File: config.mk
export PLATFORM = sky130hd
export DESIGN_NAME = adc_cfg_serializer
export DESIGN_NICKNAME = d
export VERILOG_FILES = /design/src/rtl/adc_cfg_pkg.sv /design/src/rtl/adc_cfg_serializer_sclk_div.sv /design/src/rtl/adc_cfg_serializer.sv
export SDC_FILE = /design/constraint.sdc
export NUM_CORES = 1
export LEC_CHECK = 0
export CAP_MARGIN = 20
export CORE_UTILIZATION = 58
export CTS_CLUSTER_DIAMETER = 60
export DETAILED_ROUTE_END_ITERATION = 8
export PLACE_DENSITY = 0.86
export SLEW_MARGIN = 20
export SYNTH_ARGS = -nofsm -noshare
export SYNTH_HDL_FRONTEND = slang
export SYNTH_SLANG_ARGS = --single-unit
File: constraint.sdc
create_clock -name clk -period 3.4 [get_ports clk]
set_clock_uncertainty 0.15 [all_clocks]
set_input_delay 0.68 -clock clk [delete_from_list [all_inputs] [get_ports clk]]
set_output_delay 0.68 -clock clk [all_outputs]
set_load 0.02 [all_outputs]
File: src/rtl/adc_cfg_pkg.sv
// Shared types, default sizes and helpers for the ADC configuration serializer.
package adc_cfg_pkg;

  typedef enum logic [2:0] {
    ST_IDLE,
    ST_SETUP,
    ST_LOW,
    ST_HIGH,
    ST_GAP
  } state_e;

  localparam int unsigned DEF_WORD_W  = 16;
  localparam int unsigned DEF_NUM_CH  = 4;
  localparam int unsigned DEF_CLK_DIV = 2;
  localparam int unsigned DEF_GAP     = 2;

  // Channel-select width; a single channel still gets a 1-bit select.
  function automatic int unsigned sel_w(input int unsigned n);
    return (n > 1) ? $clog2(n) : 1;
  endfunction

endpackage

File: src/rtl/adc_cfg_serializer_sclk_div.sv
// SCLK phase divider: phase_tick marks the last clk cycle of each CLK_DIV-long phase.
module adc_sclk_div #(
  parameter int unsigned CLK_DIV = 2
) (
  input  logic clk,
  input  logic reset,
  input  logic en,
  input  logic clr,
  output logic phase_tick
);

  localparam int unsigned CNT_W = 8;

  logic [CNT_W-1:0] cnt;

  assign phase_tick = en && (cnt == CNT_W'(CLK_DIV - 1));

  // Restart on every phase boundary so each phase is exactly CLK_DIV cycles.
  always_ff @(posedge clk) begin
    if (reset) begin
      cnt <= '0;
    end else if (!en || clr || phase_tick) begin
      cnt <= '0;
    end else begin
      cnt <= cnt + CNT_W'(1);
    end
  end

endmodule

File: src/rtl/adc_cfg_serializer.sv
// Serializes one control word to one ADC (or all of them) over SCLK/SDATA with
// per-channel active-low frame sync; every output is registered.
module adc_cfg_serializer
  import adc_cfg_pkg::*;
#(
  parameter int unsigned WORD_W    = DEF_WORD_W,
  parameter int unsigned NUM_CH    = DEF_NUM_CH,
  parameter int unsigned CLK_DIV   = DEF_CLK_DIV,
  parameter int unsigned GAP       = DEF_GAP,
  parameter bit          MSB_FIRST = 1'b1,
  localparam int unsigned CH_W     = sel_w(NUM_CH)
) (
  input  logic              clk,
  input  logic              reset,
  input  logic              start,
  input  logic              bcast,
  input  logic [CH_W-1:0]   ch_sel,
  input  logic [WORD_W-1:0] word_in,
  output logic              busy,
  output logic              done,
  output logic              err,
  output logic              SCLK,
  output logic [NUM_CH-1:0] TFSnot,
  output logic              SDATA
);

  localparam int unsigned BC_W = $clog2(WORD_W + 1);
  localparam int unsigned GC_W = 8;

  state_e            state, state_nxt;
  logic [WORD_W-1:0] shreg, shreg_nxt;
  logic [BC_W-1:0]   bit_cnt, bit_cnt_nxt;
  logic [GC_W-1:0]   gap_cnt, gap_cnt_nxt;
  logic              busy_nxt, done_nxt, err_nxt, sclk_nxt, sdata_nxt;
  logic [NUM_CH-1:0] tfs_nxt;
  logic              div_en, div_clr, phase_tick;

  function automatic logic lead_bit(input logic [WORD_W-1:0] w);
    return MSB_FIRST ? w[WORD_W-1] : w[0];
  endfunction

  function automatic logic [WORD_W-1:0] advance(input logic [WORD_W-1:0] w);
    return MSB_FIRST ? {w[WORD_W-2:0], 1'b0} : {1'b0, w[WORD_W-1:1]};
  endfunction

  assign div_en  = (state == ST_SETUP) || (state == ST_LOW) || (state == ST_HIGH);
  assign div_clr = (state_nxt != state);

  adc_sclk_div #(
    .CLK_DIV (CLK_DIV)
  ) u_div (
    .clk        (clk),
    .reset      (reset),
    .en         (div_en),
    .clr        (div_clr),
    .phase_tick (phase_tick)
  );

  // State and registered outputs.
  always_ff @(posedge clk) begin
    if (reset) begin
      state   <= ST_IDLE;
      shreg   <= '0;
      bit_cnt <= '0;
      gap_cnt <= '0;
      busy    <= 1'b0;
      done    <= 1'b0;
      err     <= 1'b0;
      SCLK    <= 1'b1;
      TFSnot  <= '1;
      SDATA   <= 1'b0;
    end else begin
      state   <= state_nxt;
      shreg   <= shreg_nxt;
      bit_cnt <= bit_cnt_nxt;
      gap_cnt <= gap_cnt_nxt;
      busy    <= busy_nxt;
      done    <= done_nxt;
      err     <= err_nxt;
      SCLK    <= sclk_nxt;
      TFSnot  <= tfs_nxt;
      SDATA   <= sdata_nxt;
    end
  end

  // Next state and next output values; outputs change only on phase entry.
  always_comb begin
    state_nxt   = state;
    shreg_nxt   = shreg;
    bit_cnt_nxt = bit_cnt;
    gap_cnt_nxt = gap_cnt;
    busy_nxt    = busy;
    done_nxt    = 1'b0;
    err_nxt     = 1'b0;
    sclk_nxt    = SCLK;
    tfs_nxt     = TFSnot;
    sdata_nxt   = SDATA;

    unique case (state)
      ST_IDLE: begin
        if (start) begin
          if (!bcast && (32'(ch_sel) >= NUM_CH)) begin
            err_nxt = 1'b1;
          end else begin
            state_nxt   = ST_SETUP;
            busy_nxt    = 1'b1;
            shreg_nxt   = word_in;
            bit_cnt_nxt = '0;
            sclk_nxt    = 1'b1;
            tfs_nxt     = bcast ? '0 : ~(NUM_CH'(1) << ch_sel);
            sdata_nxt   = lead_bit(word_in);
          end
        end
      end
      ST_SETUP: begin
        if (phase_tick) begin
          state_nxt = ST_LOW;
          sclk_nxt  = 1'b0;
        end
      end
      ST_LOW: begin
        if (phase_tick) begin
          sclk_nxt = 1'b1;
          if (bit_cnt == BC_W'(WORD_W - 1)) begin
            state_nxt   = ST_GAP;
            tfs_nxt     = '1;
            sdata_nxt   = 1'b0;
            gap_cnt_nxt = '0;
          end else begin
            state_nxt   = ST_HIGH;
            bit_cnt_nxt = bit_cnt + BC_W'(1);
            shreg_nxt   = advance(shreg);
            sdata_nxt   = lead_bit(advance(shreg));
          end
        end
      end
      ST_HIGH: begin
        if (phase_tick) begin
          state_nxt = ST_LOW;
          sclk_nxt  = 1'b0;
        end
      end
      ST_GAP: begin
        if (gap_cnt == GC_W'(GAP - 1)) begin
          state_nxt = ST_IDLE;
          busy_nxt  = 1'b0;
          done_nxt  = 1'b1;
        end else begin
          gap_cnt_nxt = gap_cnt + GC_W'(1);
        end
      end
      default: begin
        state_nxt = ST_IDLE;
      end
    endcase
  end

endmodule

==> results.json, run 1 <==
{
  "placedCellCount": 327,
  "min_period_ns": 2.52,
  "slew_viol_final": 0,
  "root_buffer": "clkbuf_8",
  "register_area_um2": 941,
  "initial_core_util": 0.626,
  "detail-route-antenna-nets": 0,
  "status": "finished, final reports clean",
  "peakVddDrop_mv": 0.416,
  "cts.sinks": 47,
  "cp_max_fo": 28,
  "finalSetupViolCount": 0,
  "cts_setup_buffers": 0,
  "ys_types": 39,
  "holdBufCountCts": 0,
  "wirelength_um": 4370,
  "pin_count": 31,
  "num_rows": 21,
  "io_buffers": 29,
  "fp.dieH_um": 63.2,
  "powerDensity_nw_per_um2": 444,
  "maxCapViolCount": 0,
  "synth_area_per_cell_um2": 8.25,
  "multi_input_area_um2": 1140,
  "place.gp.congestion": 0.865,
  "ys_ff_latch": 47,
  "path_class": "flip-flop to flip-flop",
  "hp-class": "flip-flop to flip-flop",
  "antenna_cells": 0,
  "worstPathArrival_ns": 2.56,
  "vias": 1886,
  "ys_seq_area_frac": 0.434,
  "hold_violations": 0,
  "postCtsResizedCells": 0,
  "cts_buffers": 5,
  "core_area_um2": 3470,
  "grt_max_degree": 33,
  "grt-ovfl-total": 0,
  "p_leak_uw": 0.000984,
  "fmaxAchievable_ghz": 0.397,
  "grt_pass1_wl_um": 7590,
  "finalCritPeriodShare": 0.740,
  "tns_ns": 0,
  "rsz0062_at_grt": "false",
  "ff2ff_setup_slack_ns": 0.88,
  "die_area_um2": 3990,
  "fillers": 270,
  "syn-num-nets": 291,
  "htreeDepth": 2,
  "drc": 0,
  "power_uw": 1150,
  "worst_slew_pin_slew_ns": 0.713,
  "ys_warn_count": 0,
  "grt_usage": 0.240,
  "slew_headroom": 0.521,
  "dp_hpwl_um": 3090,
  "syn_area_um2": 2170,
  "synthCells": 263,
  "cts_tree": "yes",
  "cp-start-kind": "flip-flop",
  "clk_pin_slew_ns": 0.09,
  "final_nets": 316,
  "final_layout_size_suffix_gt1_frac": 0.0657,
  "grt_pass1_vias": 1750,
  "antenna_found_initial": 0,
  "end_kind": "flip-flop",
  "first_pass_iters": 4,
  "die_width_um": 63.2,
  "routedWlPerCell_um": 13.0,
  "final_cells": 335,
  "cp.required_ns": 3.44,
  "vias_per_cell": 5.63,
  "cts_buffer_depth": 2,
  "clk_latency_ns": 0.30,
  "drtIter0Drc": 76,
  "area_growth_pct": 19.7
}
[per-stage QoR]
stage,util,cell area (µm²),setup WS (ns),hold slack (ns)
2_1_floorplan,-,2170,1.16,0.298
5_1_grt,0.749,2600,0.673,0.340
4_1_cts,0.749,2600,0.865,0.329
3_5_place_dp,0.715,2480,0.828,0.318
3_3_place_gp,0.715,2480,0.977,0.312
6_report,0.749,2600,0.884,0.321
[path summary, 6_finish.rpt]
path,from,endpoint,cells after the start
setup / recovery,bit_cnt[0],shreg[3],9
hold / removal,shreg[13],shreg[14],2
setup reg to reg,bit_cnt[0],shreg[3],9
hold reg to reg,shreg[13],shreg[14],2
[cell families after synthesis]
group | count (synthesis) | synth area share
simple gates | 123 | 0.279
buf+inv | 22 | 0.0421
compound gates | 51 | 0.156
fa+ha+maj | 6 | 0.0346
mux | 1 | 0.00461
flops | 47 | 0.434
other cells | 1 | 0.00173
xor+xnor | 12 | 0.0484
[synth_stat cells, drive strengths merged]
| master | n | share of area |
|---|---|---|
| or2 | 3 | 0.0087 |
| nor3b | 1 | 0.0035 |
| nor3 | 8 | 0.018 |
| dfxtp | 47 | 0.43 |
| or3 | 3 | 0.0087 |
| inv | 8 | 0.014 |
| or4b | 1 | 0.0063 |
| nand3b | 1 | 0.0035 |
| o21bai | 3 | 0.010 |
| or4 | 2 | 0.0087 |
| buf | 5 | 0.013 |
| nand2 | 35 | 0.061 |
| or3b | 2 | 0.0081 |
| conb | 1 | 0.0017 |
| ha | 6 | 0.035 |
| clkbuf | 9 | 0.016 |
| a211oi | 2 | 0.0069 |
| a21oi | 15 | 0.035 |
| o2111ai | 1 | 0.0040 |
| xor2 | 9 | 0.036 |
| nor2b | 3 | 0.0087 |
| nand2b | 1 | 0.0029 |
| nand4 | 2 | 0.0058 |
| o211ai | 2 | 0.0069 |
| o311ai | 1 | 0.0040 |
| a311oi | 15 | 0.061 |
| nor4b | 3 | 0.012 |
| nor2 | 39 | 0.067 |
| a21boi | 1 | 0.0035 |
| xnor2 | 3 | 0.012 |
| nor4 | 3 | 0.016 |
| mux2i | 1 | 0.0046 |
| and2 | 1 | 0.0029 |
| and3 | 4 | 0.012 |
| nand3 | 11 | 0.025 |
| o21ai | 11 | 0.025 |
[worst max-delay path, stage by stage (launching register included)]
cell,delay (ns)
dfxtp_1,0.35
ha_1,0.22
and3_1,0.18
ha_1,0.22
nor2b_1,0.18
nand4_1,0.31
nand2_1,0.16
buf_4,0.28
nor2_1,0.07
a311oi_1,0.29
[metal layers]
metal / vias to the layer above / track usage / part of all wire
li1: 973 / - / -
met1: 865 / 0.303 / 0.48
met2: 40 / 0.392 / 0.47
met3: 8 / 0.0507 / 0.037
met4: 0 / 0.105 / 0.016
met5: - / 0 / 0
[layout by cell type (no fill, tap or decap), types with 4 or more instances in the layout]
cell,Yosys,layout
xor2_1,9,9
nor3_1,8,8
inv_1,8,8
a21oi_1,15,15
nor2_1,39,39
ha_1,6,6
nand3_1,11,11
o21ai_0,11,11
and3_1,4,4
nand2_1,35,35
clkdlybuf4s50_1,0,29
a311oi_1,15,15
dfxtp_1,47,47
clkbuf_8,0,6
[state kept, by name (all words and copies together) (netlist names)]
signal     count
SCLK           1
SDATA          1
TFSnot         4
bit_cnt        5
busy           1
done           1
gap_cnt        8
shreg         15
state          3
u_div.cnt      8
[layout make-up]
cell class              instances  area share
multi-input cells             194       0.438
flip-flops and latches         47       0.362
repair buffers                 32       0.120
clock buffers                   6      0.0318
well taps                      46      0.0222
clock inverters                 2      0.0135
inverters                       8      0.0116
[report_power, final]
group	internal, µW	switching, µW
registers	576	17.2
logic	66.0	70.5
clock network	238	187
total	880	274
No activity file was read; power rests on OpenSTA's default activity.
==> run 2, diff against run 1 <==
Settings changed: CORE_UTILIZATION 58 to 54, PLACE_DENSITY 0.86 to 0.81.
Clock period 3.4 ns to 2.45 ns, I/O delays scaled along.
==> run 2 against run 1 <==
Register-to-register slack worse by 0.79 ns. Via count rose by 1.9%. Global-route usage fell by 1.9 points. Sequential cell count is the same. Worst hold slack better by 0.0029 ns. Power rose by 33%. Critical path depth is 3 lower. Non-clock buffer count rose by 12. Critical endpoint is now gap_cnt[4]. Largest cell class unchanged.
==> results.json, run 2 (synthesis gave the netlist of run 1 again) <==
{
  "p_leak_uw": 0.00104,
  "vias_per_cell": 5.51,
  "fmaxAchievable_ghz": 0.425,
  "cp-start-kind": "flip-flop",
  "cts.sinks": 47,
  "num_rows": 22,
  "antenna_found_initial": 0,
  "place.gp.congestion": 0.888,
  "die_width_um": 65.4,
  "hp-class": "flip-flop to flip-flop",
  "regMostFlops": "shreg",
  "powerDensity_nw_per_um2": 573,
  "fillers": 292,
  "htreeDepth": 2,
  "peakVddDrop_mv": 0.434,
  "worstPathArrival_ns": 2.44,
  "ff2ff_setup_slack_ns": 0.1,
  "die_area_um2": 4280,
  "wl_met2_um": 2010,
  "met3_length_um": 146,
  "clk_latency_ns": 0.30,
  "grt_max_degree": 29,
  "hold_violations": 0,
  "final_cells": 349,
  "grt_pass1_wl_um": 7270,
  "root_buffer": "clkbuf_8",
  "cp_max_fo": 11,
  "grt_pass1_vias": 1607,
  "drc": 0,
  "clk_pin_slew_ns": 0.09,
  "slew_headroom": 0.591,
  "final_util": 0.718,
  "drtIter0Drc": 197,
  "initial_core_util": 0.580,
  "slew_viol_final": 0,
  "fp.dieH_um": 65.4,
  "vias": 1922,
  "cts_buffers": 5,
  "path_class": "flip-flop to flip-flop",
  "core_area_um2": 3740,
  "cts_buffer_depth": 2,
  "maxCapViolCount": 0,
  "first_pass_iters": 4,
  "routedWlPerCell_um": 12.8,
  "dp_hpwl_um": 3030,
  "worst_slew_pin_slew_ns": 0.614,
  "finalSetupViolCount": 0,
  "cp.required_ns": 2.54,
  "cts_tree": "yes",
  "antenna_cells": 0,
  "io_buffers": 29,
  "power_uw": 1540,
  "grt_usage": 0.221,
  "placedCellCount": 338,
  "grt-ovfl-total": 0,
  "final_layout_size_suffix_gt1_frac": 0.110,
  "largest_reg_flops": 15,
  "min_period_ns": 2.35,
  "top_layer": "met4",
  "most-common-layout-cells": "46 x dfxtp_1, 39 x nor2_1, 35 x nand2_1, 29 x clkdlybuf4s50_1",
  "finalCritPeriodShare": 0.960,
  "largestRegisters": "shreg: 15 flops, gap_cnt: 8 flops, u_div.cnt: 8 flops",
  "status": "finished, final reports clean",
  "area_growth_pct": 23.9,
  "detail-route-antenna-nets": 0,
  "wl_met1_um": 2250,
  "end_kind": "flip-flop",
  "final_common_cell": "dfxtp_1",
  "final_nets": 328,
  "wirelength_um": 4460,
  "pin_count": 31
}
## run 2: cell count changes in the layout (fill, tap and decap cells not counted)
cell,previous run,this run
clkinvlp_4,0,1
clkinv_2,1,0
dfxtp_2,0,1
buf_12,0,1
bufinv_16,1,0
clkbuf_8,6,7
buf_4,3,14
inv_1,8,7
inv_2,0,1
dfxtp_1,47,46
## run 2: path summary, 6_finish.rpt
kind | start | endpoint | cells after the start
worst max-delay path | state[1] | gap_cnt[4] | 6
worst min-delay path | shreg[0] | shreg[0] | 2
worst max register to register | state[1] | gap_cnt[4] | 6
worst min register to register | shreg[0] | shreg[0] | 2
## run 2: power by group
| part | switching, µW | internal [µW] | total (µW) | leakage (µW) |
|---|---|---|---|---|
| clock network | 259 | 257 | 516 | 0.0000505 |
| logic | 103 | 102 | 205 | 0.000603 |
| registers | 20.9 | 799 | 820 | 0.000384 |
## run 2: what timing repair did
action / CTS / global route
hold buffers: 0 / 0
endpoints found under the setup margin: 0 / 2
resized for setup: 0 / 2
buffers inserted: 0 / 3
## run 2: cell type report
class | instances | area (µm²) | area share
clock buffers | 7 | 96.3 | 0.0358
inverters | 8 | 30.0 | 0.0112
repair buffers | 44 | 415 | 0.154
flip-flops and latches | 47 | 942 | 0.350
clock inverters | 1 | 7.51 | 0.00279
well taps | 48 | 60.1 | 0.0223
multi-input cells | 194 | 1140 | 0.423
## run 2: through the flow
step / setup TNS (ns) / setup WS (ns) / area [µm²] / hold WS (ns)
2_1_floorplan: 0 / 0.211 / 2170 / 0.298
5_1_grt: -0.0152 / -0.0152 / 2690 / 0.352
6_report: 0 / 0.0975 / 2690 / 0.324
3_3_place_gp: 0 / 0.117 / 2560 / 0.308
3_5_place_dp: 0 / 0.0369 / 2560 / 0.316
4_1_cts: 0 / 0.0214 / 2670 / 0.328
## run 2: per-layer routing
metal | GRT usage | vias up
met2 | 0.351 | 31
met4 | 0.0842 | 0
li1 | - | 993
met1 | 0.289 | 893
met3 | 0.0521 | 5
met5 | 0 | -
## run 2: worst max-delay path: stages (launching register included)
cell,delay (ns)
dfxtp_1,0.50
or3b_2,0.53
nor4_4,0.41
buf_4,0.18
nor2_1,0.05
or3_1,0.35
a21oi_1,0.13
==> run 3, diff against run 2 <==
Settings changed: CAP_MARGIN 20 to not set.
==> results of run 3 <==
Final layout, timing and power as in run 2 (identical DEF).
